`config.mk`:
```
export PLATFORM = sky130hd
export DESIGN_NAME = duty_button_ctrl
export DESIGN_NICKNAME = d
export VERILOG_FILES = /design/src/rtl/duty_ctrl_pkg.sv /design/src/rtl/button_debounce.sv /design/src/rtl/duty_button_ctrl.sv
export SDC_FILE = /design/constraint.sdc
export NUM_CORES = 1
export LEC_CHECK = 0
export CAP_MARGIN = 20
export CORE_MARGIN = 4
export CORE_UTILIZATION = 54
export DETAILED_ROUTE_END_ITERATION = 8
export PLACE_DENSITY = 0.76
export SLEW_MARGIN = 20
export SYNTH_ARGS = -nofsm -noshare
export SYNTH_HDL_FRONTEND = slang
export SYNTH_SLANG_ARGS = --single-unit
```
`constraint.sdc`:
```
create_clock -name i_clk -period 2.04 [get_ports i_clk]
set_input_delay 0.204 -clock i_clk [delete_from_list [all_inputs] [get_ports i_clk]]
set_output_delay 0.204 -clock i_clk [all_outputs]
set_load 0.05 [all_outputs]
```
`src/rtl/duty_ctrl_pkg.sv`:
```
// Shared definitions for the duty-adjust button front end: channel FSM states,
// default timing constants and counter-width helpers.
package duty_ctrl_pkg;

  typedef enum logic [1:0] {
    ST_IDLE   = 2'd0,
    ST_HOLD   = 2'd1,
    ST_REPEAT = 2'd2,
    ST_LOCKED = 2'd3
  } btn_state_e;

  localparam int unsigned DEF_DEBOUNCE_CYCLES = 1024;
  localparam int unsigned DEF_HOLD_CYCLES     = 50000;
  localparam int unsigned DEF_REPEAT_CYCLES   = 20000;

  function automatic int unsigned cnt_width(input int unsigned cycles);
    return (cycles < 2) ? 1 : $clog2(cycles);
  endfunction

  function automatic int unsigned max_u(input int unsigned a, input int unsigned b);
    return (a > b) ? a : b;
  endfunction

endpackage

```
`src/rtl/button_debounce.sv`:
```
// Two-flop synchroniser followed by a stable-count debouncer; the level flips
// only after DEBOUNCE_CYCLES consecutive synced samples disagree with it.
module button_debounce
  import duty_ctrl_pkg::*;
#(
  parameter int unsigned DEBOUNCE_CYCLES = DEF_DEBOUNCE_CYCLES
) (
  input  logic i_clk,
  input  logic i_rst,
  input  logic i_btn,
  output logic o_level,
  output logic o_level_next
);

  localparam int unsigned     CW       = cnt_width(DEBOUNCE_CYCLES);
  localparam logic [CW-1:0]   CNT_LAST = CW'(DEBOUNCE_CYCLES - 1);

  logic [1:0]    sync_q, sync_d;
  logic [CW-1:0] cnt_q, cnt_d;
  logic          level_q, level_d;

  always_comb begin
    sync_d  = {sync_q[0], i_btn};
    cnt_d   = '0;
    level_d = level_q;
    if (sync_q[1] != level_q) begin
      if (cnt_q == CNT_LAST) begin
        level_d = ~level_q;
      end else begin
        cnt_d = cnt_q + 1'b1;
      end
    end
  end

  always_ff @(posedge i_clk) begin
    if (i_rst) begin
      sync_q  <= '0;
      cnt_q   <= '0;
      level_q <= 1'b0;
    end else begin
      sync_q  <= sync_d;
      cnt_q   <= cnt_d;
      level_q <= level_d;
    end
  end

  assign o_level      = level_q;
  assign o_level_next = level_d;

endmodule

```
`src/rtl/duty_button_ctrl.sv`:
```
// Debounced up/down buttons with press/hold/auto-repeat strobes; holding both
// buttons locks both channels out until each is released.
module duty_button_ctrl
  import duty_ctrl_pkg::*;
#(
  parameter int unsigned DEBOUNCE_CYCLES = DEF_DEBOUNCE_CYCLES,
  parameter int unsigned HOLD_CYCLES     = DEF_HOLD_CYCLES,
  parameter int unsigned REPEAT_CYCLES   = DEF_REPEAT_CYCLES
) (
  input  logic i_clk,
  input  logic i_rst,
  input  logic i_btn_up,
  input  logic i_btn_down,
  output logic o_inc_pulse,
  output logic o_dec_pulse,
  output logic o_up_level,
  output logic o_down_level,
  output logic o_repeat_active
);

  localparam int unsigned   TW          = max_u(cnt_width(HOLD_CYCLES), cnt_width(REPEAT_CYCLES));
  localparam logic [TW-1:0] HOLD_LAST   = TW'(HOLD_CYCLES - 1);
  localparam logic [TW-1:0] REPEAT_LAST = TW'(REPEAT_CYCLES - 1);

  logic [1:0] lvl_q;
  logic [1:0] lvl_nx;
  logic [1:0] pulse_vec;
  logic [1:0] rep_nx;
  logic       repeat_q;

  button_debounce #(.DEBOUNCE_CYCLES(DEBOUNCE_CYCLES)) u_deb_up (
    .i_clk        (i_clk),
    .i_rst        (i_rst),
    .i_btn        (i_btn_up),
    .o_level      (lvl_q[0]),
    .o_level_next (lvl_nx[0])
  );

  button_debounce #(.DEBOUNCE_CYCLES(DEBOUNCE_CYCLES)) u_deb_down (
    .i_clk        (i_clk),
    .i_rst        (i_rst),
    .i_btn        (i_btn_down),
    .o_level      (lvl_q[1]),
    .o_level_next (lvl_nx[1])
  );

  // Channel 0 drives increase, channel 1 decrease. Decisions use the levels
  // being registered on this edge so a strobe lands on the level-rise edge.
  for (genvar c = 0; c < 2; c++) begin : g_ch
    localparam int unsigned OTHER = 1 - c;

    btn_state_e    state_q, state_d;
    logic [TW-1:0] timer_q, timer_d;
    logic          pulse_q, pulse_d;
    logic          own, other;

    assign own   = lvl_nx[c];
    assign other = lvl_nx[OTHER];

    always_comb begin
      state_d = state_q;
      timer_d = timer_q;
      pulse_d = 1'b0;
      unique case (state_q)
        ST_IDLE: begin
          timer_d = '0;
          if (own) begin
            if (other) begin
              state_d = ST_LOCKED;
            end else begin
              state_d = ST_HOLD;
              pulse_d = 1'b1;
            end
          end
        end
        ST_HOLD, ST_REPEAT: begin
          if (!own) begin
            state_d = ST_IDLE;
            timer_d = '0;
          end else if (other) begin
            state_d = ST_LOCKED;
            timer_d = '0;
          end else if (timer_q == ((state_q == ST_HOLD) ? HOLD_LAST : REPEAT_LAST)) begin
            state_d = ST_REPEAT;
            timer_d = '0;
            pulse_d = 1'b1;
          end else begin
            timer_d = timer_q + 1'b1;
          end
        end
        ST_LOCKED: begin
          timer_d = '0;
          if (!own) begin
            state_d = ST_IDLE;
          end
        end
        default: begin
          state_d = ST_IDLE;
          timer_d = '0;
        end
      endcase
    end

    always_ff @(posedge i_clk) begin
      if (i_rst) begin
        state_q <= ST_IDLE;
        timer_q <= '0;
        pulse_q <= 1'b0;
      end else begin
        state_q <= state_d;
        timer_q <= timer_d;
        pulse_q <= pulse_d;
      end
    end

    assign pulse_vec[c] = pulse_q;
    assign rep_nx[c]    = (state_d == ST_REPEAT);
  end

  always_ff @(posedge i_clk) begin
    if (i_rst) begin
      repeat_q <= 1'b0;
    end else begin
      repeat_q <= |rep_nx;
    end
  end

  assign o_inc_pulse     = pulse_vec[0];
  assign o_dec_pulse     = pulse_vec[1];
  assign o_up_level      = lvl_q[0];
  assign o_down_level    = lvl_q[1];
  assign o_repeat_active = repeat_q;

endmodule

```
==> run_results.csv, run 1 <==
group,metric,value,unit
drt,drt_wl_total,5.42,mm
placement,post-place-ws,0.571,ps
synthesis,synth_cell_types,50,
synthesis,yosysMostFrequentCell,"dfxtp_1",
setup_path,crit_path_start,"g_ch[1].state_q[1]",
clock_network,clock_sinks,65,
sta,slew_viol_final,0,
synthesis,synth_compound_area_share,5.02,%
pwr,seqPwrFrac,56.4,%
sta,hold_violations,0,
setup_path,timing.rr.start,"g_ch[1].state_q[1]",
clock_network,cts_made_buffers,9,
setup_path,cp_cell_sequence,"inv_1 -> ha_2 -> nand4b_1 -> or4b_4 -> a21o_1 -> a21oi_2 -> o311ai_2 -> nor2b_2",
synthesis,async_flop_share,0,%
synthesis,synth-warning-count,0,
setup_path,arrival,2220,ps
drt,drc,0,
drt,wl_per_cell,12.8,um
pwr,p_sw,0.478,mW
clock_network,cts_root_buffer,"clkbuf_8",
cells_and_area,diodes,0,
setup_path,worstPathRequired,2280,ps
sta,max_freq,506,MHz
setup_path,cp_slowest_cell,"or4b_4",
sta,finalSetupViolCount,0,
setup_path,worstReg2RegEnd,"g_ch[1].state_q[0]",
placement,place.gp.congestion,0.812,
drt,firstDrtPassIters,4,
cells_and_area,synthToLayoutAreaGrowth,17.6,%
sta,worst_pin_slew,569,ps
floorplanning,rows,26,
sta,setup_slack,65.2,ps
setup_path,crit_type,"reg2reg",
setup_path,endpoint,"g_ch[1].state_q[0]",
setup_path,path_max_fanout,3,
synthesis,synthSimpleGateAreaFrac,28.6,%
floorplanning,die_area,6640,um2
pwr,intPower,1.79,mW
grt,grt_max_degree,17,
sta,finClkSkew,7.99,ps
grt,grt_usage,18.0,%
clock_network,path_clk_slew,70,ps
grt,grt_pass1_wl,9.05,mm
synthesis,ys.flop_type,"dfxtp_1",
grt,overflow,0,
clock_network,cts_buffer_depth,2,
sta,grt_setup_unrepaired,"yes",
synthesis,synth_xor_area_share,13.5,%
synthesis,synth_top_family_by_area,"simple AND/OR/NAND/NOR gates",
placement,place_hpwl,3.54,mm
sta,slew_headroom,62.0,%
floorplanning,fp.dieW,81.5,um
synthesis,yosysTopAreaCell,"dfxtp_1",
synthesis,syn-mean-instance-area,9.08,um2
pwr,peakVddDrop,0.514,mV
setup_path,rrSetupSlack,70,ps
synthesis,yosysSeqAreaShare,44.6,%
sta,fin_crit_sh,96.8,%
clock_network,cts_htree_levels,3,
drt,viasPerCell,5.35,
synthesis,synth_area_leaders,"dfxtp_1, xor2_1, nor2_1",
floorplanning,initial_core_util,56.4,%
pwr,p_leak,1.22,nW
sta,fin_hold_ws,420,ps
pwr,power_density,660,nW/um2
drt,drt-initial-drc-count,48,
drt,vias,2263,
synthesis,synth_common_cells,"dfxtp_1, nor2_1, xor2_1",
floorplanning,die_y,81.5,um
grt,grt_pass1_vias,2136,
cells_and_area,finalNetCount,362,
job,drv_cap,0,
placement,port_buffers,8,
setup_path,cp-start-kind,"flop",
clock_network,ctsHoldBuffers,0,
clock_network,clock_latency,340,ps
hold_path,hold_path_class,"in2reg",
cells_and_area,drive_above_1_share,14.7,%
synthesis,synth.mux.area_fraction,1.55,%
drt,ant_nets,0,
clock_network,cts_tree,"built",
synthesis,synthAdderAreaFrac,4.29,%
setup_path,cpPeakStageDelay,480,ps
setup_path,reg2reg_depth,8,
synthesis,syn_nets,335,
synthesis,synth_top_cell_area_share,44.6,%
run_status,outcome,"finished, final reports clean",
pwr,switching_share,21.1,%
pwr,comb_power_share,1.0,%
setup_path,endpoint_kind,"flop",
floorplanning,coreArea,5170,um2
pwr,pwr-share-clk,42.6,%
grt,antenna_found_initial,0,
synthesis,synthCells,321,
synthesis,synth_edf_count,0,
sta,finalCriticalPeriod,1970,ps
synthesis,syn_area,2920,um2
synthesis,synth_seq_cells,65,
floorplanning,ios,9,
-- registers in the layout, indices dropped and copies added (netlist names) --
register and flops:
g_ch.state_q 4, g_ch.timer_q 32, o_dec_pulse 1, o_inc_pulse 1, o_repeat_active 1, u_deb_down.cnt_q 10, u_deb_down.o_level 1, u_deb_down.sync_q 2
u_deb_up.cnt_q 10, u_deb_up.o_level 1, u_deb_up.sync_q 2
-- metal layers --
| metal | vias up | share of wire [%] | global-route usage [%] | routed length (um) |
|---|---|---|---|---|
| li1 | 1150 | - | - | - |
| met1 | 1076 | 48 | 20.9 | 2580 |
| met2 | 26 | 47 | 28.8 | 2530 |
| met3 | 11 | 3.6 | 6.14 | 196 |
| met4 | 0 | 2.1 | 10.1 | 112 |
| met5 | - | 0 | 0 | 0 |
-- critical path: cells and delay by family, from the launching register on --
kind	cells	cell delay, ps
adders and majority gates	1	180
DFF	1	330
AOI/OAI and AO/OA	3	520
buffers and inverters	1	80
and+or+nand+nor	3	760
-- power by group through the flow --
| stage | clock network, mW | logic [mW] | registers, mW |
|---|---|---|---|
| floorplan | 0 | 0.0105 | 1.30 |
| global placement | 0 | 0.0212 | 1.31 |
| detailed placement | 0 | 0.0212 | 1.31 |
| CTS | 0.994 | 0.0214 | 1.28 |
| global route | 1.06 | 0.0249 | 1.28 |
| finish | 0.965 | 0.0221 | 1.28 |
-- worst min-delay path by stage --
stage                               startpoint              endpoint  slack [ps]  cells past startpoint
final                                 i_btn_up    u_deb_up.sync_q[0]         420                      2
after global placement      u_deb_up.sync_q[0]    u_deb_up.sync_q[1]         430                      1
after global routing                i_btn_down  u_deb_down.sync_q[0]         430                      2
after floorplan                          i_rst      u_deb_up.o_level         280                      1
after CTS                             i_btn_up    u_deb_up.sync_q[0]         410                      2
after detailed placement  u_deb_down.sync_q[0]  u_deb_down.sync_q[1]         430                      1
-- repair_timing --
item / 4_1_cts / 5_1_grt
gates cloned: 0 / 1
buffers inserted: 0 / 1
resized for setup: 2 / 19
setup endpoints to repair: 17 / 35
pin swaps: 0 / 5
-- cells by family after synthesis --
kind of cell	after synthesis
and+or+nand+nor	160
DFF	65
xor gates and xnor gates	45
AOI/OAI and AO/OA	21
buffers and inverters	16
adders and majority gates	10
muxes	4
-- cells in the final DEF, fill, tap and decap left out, drive strengths merged, types with 4 or more instances in the layout --
cell type | Yosys | final
o21ai | 5 | 5
inv | 12 | 12
xor2 | 28 | 28
xnor2 | 17 | 17
nor2 | 63 | 63
buf | 2 | 11
dfxtp | 65 | 65
nand2 | 23 | 23
nand4 | 10 | 11
nor3 | 6 | 6
clkdlybuf4s50 | 0 | 8
ha | 10 | 10
and3 | 11 | 11
and4 | 4 | 4
clkbuf | 2 | 13
nand3 | 19 | 19
nor2b | 7 | 7
-- final cells by class --
class                   count  area [um2]
repair buffers             19         163
clock inverters             3        15.0
multi-input cells         241        1660
fillers                   425        1740
flip-flops and latches     65        1300
clock buffers              13         159
inverters                  12        45.0
well taps                  70        87.6
-- per-stage QoR --
step | cell area [um2] | power [mW] | instances | setup TNS [ps] | util (%)
CTS | 3320 | 2.29 | 421 | -9.07 | 64.1
global route | 3430 | 2.36 | 423 | -164 | 66.3
detailed placement | 3130 | 1.33 | 405 | 0 | 60.6
global placement | 3130 | 1.33 | 405 | 0 | 60.6
floorplan | 2920 | 1.32 | 321 | 0 | -
finish | 3430 | 2.26 | 423 | 0 | 66.3
Power figures use the tool's default switching activity.
==> run 2, diff against run 1 <==
CORE_UTILIZATION = 60   (was 54)
CTS_BUF_LIST = sky130_fd_sc_hd__clkbuf_2   (was default)
PLACE_DENSITY = 0.8   (was 0.76)
clock period = 2 ns   (was 2.04 ns; I/O delays follow)
==> run 2 against run 1 <==
The flow now finishes with violations (setup timing); non-clock buffer count increased by 11; sequential cell count unchanged; first-iteration DRC count up 110%; hold slack lost 150 ps; maximum frequency decreased by 2.5%; clock skew increased by 13 ps; worst setup slack got worse by 90 ps; register-to-register slack worse by 90 ps; largest power group unchanged; highest routed layer unchanged.
==> run_results.csv, run 2 (synthesized netlist as in run 1, its figures left out) <==
group,metric,value,unit
grt,grt_usage,19.1,%
floorplanning,die_y,77.7,um
grt,grt_pass1_vias,2105,
drt,firstDrtPassIters,5,
cells_and_area,largest_register,"g_ch.timer_q",
placement,place.gp.congestion,0.893,
drt,drt-initial-drc-count,102,
cells_and_area,drive_above_1_share,20.9,%
setup_path,crit_type,"reg2reg",
cells_and_area,largest_reg_flops,32,
job,drv_cap,0,
pwr,peakVddDrop,0.399,mV
clock_network,clock_latency,490,ps
pwr,pwr-share-clk,30.8,%
run_status,outcome,"finished, violations left",
sta,finalCriticalPeriod,2030,ps
drt,drc,0,
grt,overflow,0,
setup_path,endpoint_kind,"flop",
sta,setup_slack,-25.3,ps
floorplanning,ios,9,
hold_path,hold_path_class,"in2reg",
pwr,seqPwrFrac,67.9,%
clock_network,ctsHoldBuffers,0,
cells_and_area,fillers,344,
clock_network,path_clk_slew,160,ps
sta,slew_headroom,61.4,%
sta,worst_pin_slew,578,ps
cells_and_area,top_regs,"g_ch.timer_q: 32 flops, u_deb_down.cnt_q: 10 flops, u_deb_up.cnt_q: 10 flops",
pwr,switching_share,23.4,%
clock_network,cts_made_buffers,9,
drt,drt_wl_total,6.10,mm
cells_and_area,synthToLayoutAreaGrowth,19.9,%
run_status,violations,"setup timing",
cells_and_area,instances_no_fill,431,
placement,post_dp_cell_area,3180,um2
cells_and_area,seq_area,1310,um2
setup_path,path_max_fanout,4,
pwr,p_leak,1.25,nW
clock_network,cts_root_buffer,"clkbuf_2",
cells_and_area,final_cell_mix,"dfxtp_1, nor2_1, xor2_1, nand2_1, buf_4",
pwr,comb_power_share,1.3,%
sta,fin_hold_ws,270,ps
sta,finalSetupViolCount,1,
clock_network,cts_htree_levels,3,
placement,place_hpwl,3.69,mm
clock_network,cts_buffer_depth,2,
cells_and_area,final_common_cell,"dfxtp_1",
cells_and_area,diodes,0,
cells_and_area,final_area,3500,um2
sta,fin_crit_sh,101,%
drt,viasPerCell,5.53,
drt,ant_nets,0,
cells_and_area,finalNetCount,374,
pwr,power_density,550,nW/um2
clock_network,cts_tree,"built",
setup_path,worstPathRequired,2410,ps
grt,grt_pass1_wl,9.20,mm
setup_path,cp-start-kind,"flop",
pwr,intPower,1.47,mW
floorplanning,initial_core_util,61.7,%
floorplanning,fp.dieW,77.7,um
grt,grt_max_degree,17,
sta,hold_violations,0,
grt,antenna_found_initial,0,
cells_and_area,multi_input_area,1740,um2
placement,port_buffers,8,
sta,finClkSkew,20.5,ps
drt,wl_per_cell,14.2,um
clock_network,clock_sinks,65,
drt,vias,2385,
pwr,p_sw,0.449,mW
floorplanning,coreArea,4720,um2
sta,max_freq,494,MHz
sta,tns,-25.3,ps
floorplanning,die_area,6040,um2
floorplanning,rows,25,
placement,place_inst,409,
sta,slew_viol_final,0,
setup_path,arrival,2430,ps
-- run 2: cell count changes in the layout (fill, tap and decap cells not counted), sizes merged --
cell / previous run / this run
buf: 11 / 22
clkbuf: 13 / 11
nand4: 11 / 12
dlygate4sd2: 0 / 1
clkdlybuf4s50: 8 / 7
clkinvlp: 0 / 1
-- run 2: power by group through the flow --
stage / Sequential (mW) / Clock, mW / Combinational [mW]
floorplan: 1.33 / 0 / 0.0108
CTS: 1.30 / 0.608 / 0.0233
global placement: 1.33 / 0 / 0.0228
global route: 1.31 / 0.668 / 0.0276
finish: 1.30 / 0.591 / 0.0256
detailed placement: 1.33 / 0 / 0.0233
-- run 2: repair_timing --
| item | CTS | global route |
|---|---|---|
| endpoints found under the setup margin | 19 | 37 |
| hold endpoints to repair | 0 | 0 |
| gates resized for setup | 4 | 36 |
| pin swaps | 0 | 10 |
| cloned | 0 | 2 |
| setup buffers | 0 | 5 |
-- run 2: worst paths after layout --
kind / startpoint / end / slack, ps / cells after the start
min: i_btn_up / u_deb_up.sync_q[0] / 270 / 2
max: g_ch[0].state_q[1] / o_repeat_active / -30 / 8
max reg2reg: g_ch[0].state_q[1] / o_repeat_active / -30 / 8
min reg2reg: u_deb_down.cnt_q[0] / u_deb_down.cnt_q[0] / 450 / 1
-- run 2: per-stage QoR --
| step | power [mW] | worst slack, ps | util (%) |
|---|---|---|---|
| 2_1_floorplan | 1.34 | 46.9 | - |
| 3_3_place_gp | 1.35 | -8.87 | 67.4 |
| 3_5_place_dp | 1.35 | -93.7 | 67.4 |
| 4_1_cts | 1.94 | -73.4 | 69.3 |
| 5_1_grt | 2.00 | -138 | 74.0 |
| 6_report | 1.92 | -25.3 | 74.0 |
-- run 2: cell type report --
cell class | count | area share (%)
clock inverters | 4 | 0.608
multi-input cells | 242 | 49.6
well taps | 67 | 2.40
flip-flops and latches | 65 | 37.5
clock buffers | 11 | 1.57
inverters | 12 | 1.29
repair buffers | 30 | 6.98
-- run 2: worst max-delay path, stage by stage (launching register included) --
cell and delay, ps:
dfxtp_1 380, inv_1 120, ha_1 220, nand4b_1 110, nor4_1 280, o21ai_2 190
a22oi_1 240, o2bb2ai_1 150, o32ai_2 260
-- run 2: routing by layer --
metal / global-route usage, % / vias to the layer above / wire [um]
li1: - / 1179 / -
met1: 22.4 / 1132 / 2610
met2: 31.3 / 56 / 3030
met3: 6.84 / 18 / 277
met4: 8.36 / 0 / 187
met5: 0 / - / 0
==> run 3, diff against run 2 <==
SYNTH_HIERARCHICAL = 1   (was default)
==> run 3 against run 2 <==
Non-clock buffer count is 2 lower; the run now ends clean; global-route usage up 0.95 points; sequential share of layout area is 0.27 points lower; highest routed layer unchanged.
==> run_results.csv, run 3 <==
group,metric,value,unit
cells_and_area,drive_above_1_share,20.3,%
grt,grt_pass1_wl,10.0,mm
clock_network,cts_root_buffer,"clkbuf_2",
floorplanning,die_area,6260,um2
setup_path,arrival,2390,ps
synthesis,synth_compound_area_share,9.65,%
synthesis,synth_top_family_by_area,"simple AND/OR/NAND/NOR gates",
sta,finClkSkew,11.2,ps
clock_network,ctsHoldBuffers,0,
cells_and_area,instances_no_fill,441,
hold_path,hold_path_class,"in2reg",
synthesis,synth_edf_count,0,
sta,slew_viol_final,0,
synthesis,yosysSeqAreaShare,42.9,%
grt,overflow,0,
clock_network,clock_latency,470,ps
floorplanning,ios,9,
synthesis,synthAdderAreaFrac,4.13,%
grt,grt_max_degree,16,
floorplanning,die_y,79.1,um
cells_and_area,largest_register,"g_ch.timer_q",
sta,worst_pin_slew,506,ps
clock_network,cts_made_buffers,9,
drt,drc,0,
setup_path,cp-start-kind,"flop",
clock_network,cts_buffer_depth,2,
synthesis,yosysMostFrequentCell,"dfxtp_1",
drt,firstDrtPassIters,4,
synthesis,synthCells,334,
synthesis,synth_area_leaders,"dfxtp_1, xnor2_1, nor2_1",
drt,viasPerCell,5.46,
sta,fin_crit_sh,98.4,%
sta,slew_headroom,66.2,%
pwr,p_leak,1.32,nW
synthesis,yosysTopAreaCell,"dfxtp_1",
synthesis,syn_nets,348,
cells_and_area,diodes,0,
sta,grt_setup_unrepaired,"yes",
synthesis,synth_top_cell_area_share,42.9,%
floorplanning,initial_core_util,63.0,%
placement,place.gp.congestion,0.876,
clock_network,cts_tree,"built",
grt,grt_usage,20.1,%
synthesis,syn-mean-instance-area,9.08,um2
job,drv_cap,0,
floorplanning,fp.dieW,79.1,um
cells_and_area,top_regs,"g_ch.timer_q: 32 flops, u_deb_down/cnt_q: 10 flops, u_deb_up/cnt_q: 10 flops",
synthesis,syn_area,3030,um2
floorplanning,rows,25,
sta,hold_violations,0,
sta,setup_slack,31.8,ps
cells_and_area,largest_reg_flops,32,
cells_and_area,final_common_cell,"dfxtp_1",
setup_path,path_max_fanout,8,
placement,place_inst,423,
drt,drt_wl_total,5.82,mm
drt,vias,2408,
cells_and_area,final_area,3570,um2
pwr,p_total,1.94,mW
placement,port_buffers,8,
cells_and_area,final_cell_mix,"dfxtp_1, nor2_1, nand3_1, xnor2_1, buf_4",
placement,place_hpwl,4.04,mm
placement,post_dp_cell_area,3380,um2
floorplanning,coreArea,4820,um2
drt,wl_per_cell,13.2,um
synthesis,synth_seq_cells,65,
run_status,outcome,"finished, final reports clean",
sta,tns,0,ps
setup_path,worstPathRequired,2420,ps
synthesis,synth_xor_area_share,10.4,%
synthesis,synthSimpleGateAreaFrac,28.3,%
synthesis,ys.flop_type,"dfxtp_1",
synthesis,synth_common_cells,"dfxtp_1, nor2_1, nand3_1",
clock_network,clock_sinks,65,
sta,max_freq,508,MHz
synthesis,async_flop_share,0,%
drt,drt-initial-drc-count,64,
setup_path,endpoint_kind,"flop",
sta,finalCriticalPeriod,1970,ps
synthesis,synth.mux.area_fraction,1.40,%
clock_network,cts_htree_levels,3,
synthesis,synth-warning-count,6,
placement,post-place-ws,-16.4,ps
setup_path,crit_type,"reg2reg",
pwr,power_density,544,nW/um2
pwr,peakVddDrop,0.477,mV
grt,antenna_found_initial,0,
grt,grt_pass1_vias,2336,
drt,ant_nets,0,
cells_and_area,synthToLayoutAreaGrowth,17.7,%
synthesis,synth_cell_types,47,
clock_network,path_clk_slew,180,ps
sta,finalSetupViolCount,0,
cells_and_area,finalNetCount,383,
cells_and_area,utilization,74.1,%
sta,fin_hold_ws,294,ps
-- run 3: cell count changes in the layout (fill, tap and decap cells not counted), moves of 6 or more --
cell     change
xor2_1      -12
nand2_1      -7
nor2_1      -20
dfxtp_4      +6
a21oi_1     +14
or4_1        +7
inv_1        +6
-- run 3: metal layers --
layer,global-route usage (%),vias up,part of all wire (%)
met5,0,-,0
met4,10.5,0,0.82
met3,4.08,4,2.5
met2,32.8,30,48
met1,24.8,1128,49
li1,-,1246,-
-- run 3: worst paths after layout --
check / slack, ps / startpoint / depth (start not counted) / end
setup / recovery: 30 / u_deb_down/cnt_q[1] / 8 / g_ch[0].timer_q[9]
hold / removal: 290 / i_btn_down / 2 / u_deb_down/sync_q[0]
setup reg to reg: 30 / u_deb_down/cnt_q[1] / 8 / g_ch[0].timer_q[9]
hold reg to reg: 460 / u_deb_down/sync_q[0] / 1 / u_deb_down/sync_q[1]
-- run 3: final cells by class --
cell class              instances  area [um2]
clock inverters                 7        37.5
inverters                      18        67.6
fillers                       384        1250
flip-flops and latches         65        1330
well taps                      67        83.8
clock buffers                   9        45.0
multi-input cells             247        1770
repair buffers                 28         235
-- run 3: power breakdown --
part	total, mW	switching [mW]	internal (mW)
Sequential	1.30	0.00348	1.29
Combinational	0.0274	0.0144	0.0131
Clock	0.615	0.467	0.148
Total	1.94	0.485	1.46
-- run 3: cells by family after synthesis --
kind of cell | after synthesis
compound gates | 45
xor+xnor | 36
fa+ha+maj | 10
buf+inv | 23
flops | 65
mux | 4
simple gates | 151
-- run 3: worst max-delay path, cell delays in order, from the launching register on --
cell and delay, ps:
dfxtp_4 390, ha_4 130, nand3_2 70, nor3_4 150
mux2_4 370, nor2_4 100, nand2_2 80, or3b_4 480
nor2_2 140
-- run 3: what timing repair did --
action,in CTS,in global routing
pin swaps,2,3
buffers inserted,1,0
cloned,1,0
resized for setup,5,25
endpoints found under the setup margin,16,36
endpoints found under the hold margin,0,0
